<file path="config.mk">
export PLATFORM = sky130hd
export DESIGN_NAME = vga_timing_gen
export DESIGN_NICKNAME = d
export VERILOG_FILES = /design/src/rtl/vga_timing_gen.sv
export SDC_FILE = /design/constraint.sdc
export NUM_CORES = 1
export LEC_CHECK = 0
export BUFFER_PORTS_ARGS = -buffer_cell sky130_fd_sc_hd__buf_4
export CORE_UTILIZATION = 40
export DETAILED_ROUTE_END_ITERATION = 7
export GPL_TIMING_DRIVEN = 1
export PLACE_DENSITY = 0.67
export SLEW_MARGIN = 20
export SYNTH_ARGS = -nofsm -noshare
export SYNTH_HDL_FRONTEND = slang
export SYNTH_SLANG_ARGS = --single-unit
</file>
<file path="constraint.sdc">
create_clock -name clk -period 4.95 [get_ports clk]
set_clock_uncertainty 0.1 [all_clocks]
set_input_delay 0.495 -clock clk [delete_from_list [all_inputs] [get_ports clk]]
set_output_delay 0.495 -clock clk [all_outputs]
set_load 0.01 [all_outputs]
</file>
<file path="src/rtl/vga_timing_gen.sv">
// Parametrised VGA timing generator: clock-enable divider, h/v counters, registered sync/blank/strobes.
// Optional colour-bar test pattern on rgb when VGA_TIMING_TEST_PATTERN_EN is defined.
module vga_timing_gen #(
  parameter int H_ACTIVE = 640,
  parameter int H_FP     = 16,
  parameter int H_SYNC   = 96,
  parameter int H_BP     = 48,
  parameter int V_ACTIVE = 480,
  parameter int V_FP     = 10,
  parameter int V_SYNC   = 2,
  parameter int V_BP     = 33,
  parameter int CLK_DIV  = 4,
  parameter bit HS_POL   = 1'b0,
  parameter bit VS_POL   = 1'b0,
  parameter int CNT_W    = 10
) (
  input  logic             clk,
  input  logic             reset_n,
  output logic             hSync,
  output logic             vSync,
  output logic             bright,
  output logic [CNT_W-1:0] hCount,
  output logic [CNT_W-1:0] vCount,
  output logic             pix_tick,
  output logic             line_start,
  output logic             frame_start,
  output logic [11:0]      rgb
);

  localparam int H_TOTAL = H_ACTIVE + H_FP + H_SYNC + H_BP;
  localparam int V_TOTAL = V_ACTIVE + V_FP + V_SYNC + V_BP;
  localparam int DIV_W   = (CLK_DIV > 1) ? $clog2(CLK_DIV) : 1;

  localparam logic [DIV_W-1:0] DIV_LAST  = DIV_W'(CLK_DIV - 1);
  localparam logic [CNT_W-1:0] H_LAST    = CNT_W'(H_TOTAL - 1);
  localparam logic [CNT_W-1:0] V_LAST    = CNT_W'(V_TOTAL - 1);
  localparam logic [CNT_W-1:0] H_ACT     = CNT_W'(H_ACTIVE);
  localparam logic [CNT_W-1:0] V_ACT     = CNT_W'(V_ACTIVE);
  localparam logic [CNT_W-1:0] H_SYNC_LO = CNT_W'(H_ACTIVE + H_FP);
  localparam logic [CNT_W-1:0] H_SYNC_HI = CNT_W'(H_ACTIVE + H_FP + H_SYNC - 1);
  localparam logic [CNT_W-1:0] V_SYNC_LO = CNT_W'(V_ACTIVE + V_FP);
  localparam logic [CNT_W-1:0] V_SYNC_HI = CNT_W'(V_ACTIVE + V_FP + V_SYNC - 1);

  logic [DIV_W-1:0] div_cnt;
  logic             tick;
  logic [CNT_W-1:0] h_next;
  logic [CNT_W-1:0] v_next;
  logic             hs_next;
  logic             vs_next;
  logic             br_next;
  logic [11:0]      rgb_next;

  // Outputs are decoded from the next counter values so they land on the same edge as the counters.
  always_comb begin
    tick   = (div_cnt == DIV_LAST);
    h_next = hCount;
    v_next = vCount;
    if (tick) begin
      if (hCount >= H_LAST) begin
        h_next = '0;
        v_next = (vCount >= V_LAST) ? '0 : vCount + CNT_W'(1);
      end else begin
        h_next = hCount + CNT_W'(1);
      end
    end
    hs_next = (h_next >= H_SYNC_LO && h_next <= H_SYNC_HI) ? HS_POL : ~HS_POL;
    vs_next = (v_next >= V_SYNC_LO && v_next <= V_SYNC_HI) ? VS_POL : ~VS_POL;
    br_next = (h_next < H_ACT) && (v_next < V_ACT);
  end

`ifdef VGA_TIMING_TEST_PATTERN_EN
  localparam int BAR_W = (H_ACTIVE >= 8) ? H_ACTIVE / 8 : 1;
  localparam logic [11:0] BARS [8] = '{12'hFFF, 12'hFF0, 12'h0FF, 12'h0F0,
                                       12'hF0F, 12'hF00, 12'h00F, 12'h000};
  logic [CNT_W-1:0] bar_idx;
  logic [2:0]       bar_sel;

  always_comb begin
    bar_idx  = h_next / CNT_W'(BAR_W);
    bar_sel  = (bar_idx > CNT_W'(7)) ? 3'd7 : bar_idx[2:0];
    rgb_next = br_next ? BARS[bar_sel] : 12'h000;
  end
`else
  assign rgb_next = 12'h000;
`endif

  always_ff @(posedge clk or negedge reset_n) begin
    if (!reset_n) begin
      div_cnt     <= '0;
      hCount      <= H_LAST;
      vCount      <= V_LAST;
      pix_tick    <= 1'b0;
      line_start  <= 1'b0;
      frame_start <= 1'b0;
      hSync       <= ~HS_POL;
      vSync       <= ~VS_POL;
      bright      <= 1'b0;
      rgb         <= 12'h000;
    end else begin
      div_cnt     <= tick ? '0 : div_cnt + DIV_W'(1);
      hCount      <= h_next;
      vCount      <= v_next;
      pix_tick    <= tick;
      line_start  <= tick && (h_next == '0);
      frame_start <= tick && (h_next == '0) && (v_next == '0);
      hSync       <= hs_next;
      vSync       <= vs_next;
      bright      <= br_next;
      rgb         <= rgb_next;
    end
  end

endmodule

</file>
==> run metrics <==
status=finished with violations; failing checks=DRC; Residual DRC=4; die area=5010 um2; CP Cell Sequence=ha_1, and4_1, o21ai_4, nor2_1, nand3b_1, a221oi_2, nand4_1; Top Ports=40; largest stage delay on the critical path=roughly 0.58 ns; initial antenna violation count=0; peak supply drop=about 0.093 mV; total gr overflow=0; worst slew pin tran=around 1.0 ns; cells after synthesis=around 220; Fmax=between 300 and 400 MHz; Pre-antenna DRT Iters=6; Via Count=about 1600; leakage power=between 0.8 and 0.9 nW; worst path arrival time=~2.7 ns; Synth area leader=dfrtp_1; cts hold-fix bufs=0; CTS tree=yes; # rows=24; post-layout min period=~2.6 ns; Ys Warns=0; Post-synth top cells=nand2_1 (23), o21ai_0 (19), nor2_1 (17), dfrtp_1 (16), buf_4 (15); CTS root buf=clkbuf_8; adder-cell share of the synthesized area=between 2 and 3%; CTS sink cnt=28; wire length per cell=around 14 um; mux contribution to synthesized area=less than 1%; reg2reg path depth=7; reg2reg start=hCount[1]; core area=approximately 4400 um2; routed wire length=roughly 4 mm; CP max FO=14; ys flop type=dfrtp_1; worst setup margin=~2.4 ns; largest family of logic cells by synthesized area=simple AND/OR/NAND/NOR gates; first-pass GRT wire length=6.78 mm; die width=~71 um; clk buf depth=2; post-DP HPWL=2.84 mm; most common cell in the synthesized netlist=nand2_1; ANT nets after route=0; post-CTS resize count=0; top cell type's share of synthesized area=between 20% and 30%; post-CTS setup buffers=0; gpl congestion=about 0.9; FF-to-FF End=vSync; Fill cells=~450; main area contributors after synthesis=dfrtp_1 (21%), dfstp_2 (17%), buf_4 (6.0%); RSZ-0062 raised after global routing=false; die span in y=~70 um; Worst slew margin=a little under a third; Synth Area in XOR/XNOR=under 10%; EDFF count, synth=0; first-iteration detailed-routing DRC count=~190; H-tree depth=1; Yosys cell types=52; post-synthesis instance area=~1900 um2; Critical Path Start Type=flop; WP data required=just over 5 ns; clock slew at reported path FFs=approximately 0.1 ns; asr flop ratio synth=100%; slowest CP cell=dfstp_2; Worst Hold Class=input pin to asynchronous set/reset pin; delay-heaviest family, CP=simple AND/OR/NAND/NOR gates; Diodes inserted=0; setup TNS=0 ns; final hold slack=a little over 0.01 ns; total CTS buffers=3; final number of max-transition violations=0; PwrDens=between 150 and 200 nW/um2; Worst Path Buf+Inv=0; via-per-instance ratio=5.49; simple logic cell fraction of the synthesized area=between 20% and 30%; number of global-route vias before repair=1422; crit path kind=flop to flop; pre-CTS setup slack=~2.4 ns; largest net degree at the start of global routing=29; Area Growth Syn to Fin=8.67%; clk_lat worst skew=approximately 0.28 ns; proportion of layout cells with a drive suffix above 1=a little over a fifth; compound-gate portion of the synthesized area=between 10% and 20%; register area share after synthesis=a little under two fifths; I/O Buffers=27; Avg Cell Area, Syn=~8.7 um2; Final setup viols=0; Initial Util=42.5%; max-cap violations=0; Fin. Hold Viols=0; Critical Path End Type=flop; #FFs+latches synth=28; All-Layer GR Usage=between 10% and 20%; Tcrit/Tclk final=51.6%; Final nets=240; FF-to-FF setup slack=about 2.4 ns
[kinds of logic after synthesis]
kind of cell,after synthesis
flip-flops,28
AND/OR/NAND/NOR,82
AO/OA/AOI/OAI,55
adder cells (fa/ha/maj),4
multiplexers,1
other,1
buffers and inverters,36
XOR/XNOR,11
[sequential cells by signal (all words and copies together) (netlist names)]
signal,cells
hSync,1
bright,1
div_cnt,2
frame_start,1
vSync,1
line_start,1
pix_tick,1
vCount,10
hCount,10
[where the power goes]
part | internal [W] | switching (W)
registers | 0.000229 | 0
clock network | 0.0000578 | 0.0000714
logic | 0.000000537 | 0.00000817
total | 0.000287 | 0.0000796
[final cells by class]
type	count	area, um2	share of cell area, %
sequential	28	716	34.8
timing repair buffer	27	203	9.87
multi-input combinational	165	992	48.3
inverter	9	33.8	1.64
clock buffer	4	45.0	2.19
tap	52	65.1	3.17
[metal layers]
layer | track usage [%] | vias to the layer above | share of wire, %
met5 | 0 | - | 0
met4 | 6.44 | 0 | 1.9
met3 | 3.28 | 7 | 3.6
met2 | 26.2 | 43 | 45
met1 | 23.5 | 735 | 50
li1 | - | 780 | -
[how the worst max path moves through the flow]
stage	startpoint	to	slack (ns)	cells past startpoint
final	hCount[1]	vSync	2.40	7
after global routing	hCount[1]	vSync	2.18	7
after CTS	hCount[1]	vSync	2.40	7
after detailed placement	hCount[1]	vSync	2.41	7
after global placement	hCount[1]	vSync	2.40	7
after floorplan	hCount[0]	vSync	2.84	8
[through the flow]
| stage | cells | instance area [um2] | util, % | total power [W] |
|---|---|---|---|---|
| after floorplan | 229 | 1930 | - | 0.000244 |
| after global placement | 281 | 2010 | 45.2 | 0.000242 |
| after detailed placement | 281 | 2010 | 45.2 | 0.000242 |
| after CTS | 285 | 2050 | 46.2 | 0.000376 |
| after global routing | 285 | 2050 | 46.2 | 0.000385 |
| final | 285 | 2050 | 46.2 | 0.000367 |
[layout by cell type (no fill, tap or decap), types with 2 or more instances in the layout]
| master | Yosys | layout |
|---|---|---|
| buf_4 | 15 | 27 |
| nand2_1 | 23 | 23 |
| o21ai_0 | 19 | 19 |
| nor2_1 | 17 | 17 |
| dfrtp_1 | 16 | 16 |
| nand3_1 | 12 | 12 |
| conb_1 | 1 | 12 |
| dfstp_2 | 12 | 12 |
| inv_1 | 9 | 9 |
| xnor2_1 | 7 | 7 |
| a21oi_1 | 7 | 7 |
| and3_1 | 6 | 6 |
| a31oi_1 | 5 | 5 |
| nor3_1 | 4 | 4 |
| nand4_1 | 4 | 4 |
| xor2_1 | 4 | 4 |
| ha_1 | 4 | 4 |
| and4_1 | 3 | 3 |
| nand3b_1 | 3 | 3 |
| clkbuf_8 | 0 | 3 |
| nand2b_1 | 2 | 2 |
| o31ai_1 | 2 | 2 |
| o41ai_1 | 2 | 2 |
| a211oi_1 | 2 | 2 |
| nor4_1 | 2 | 2 |
Power figures use the tool's default switching activity.
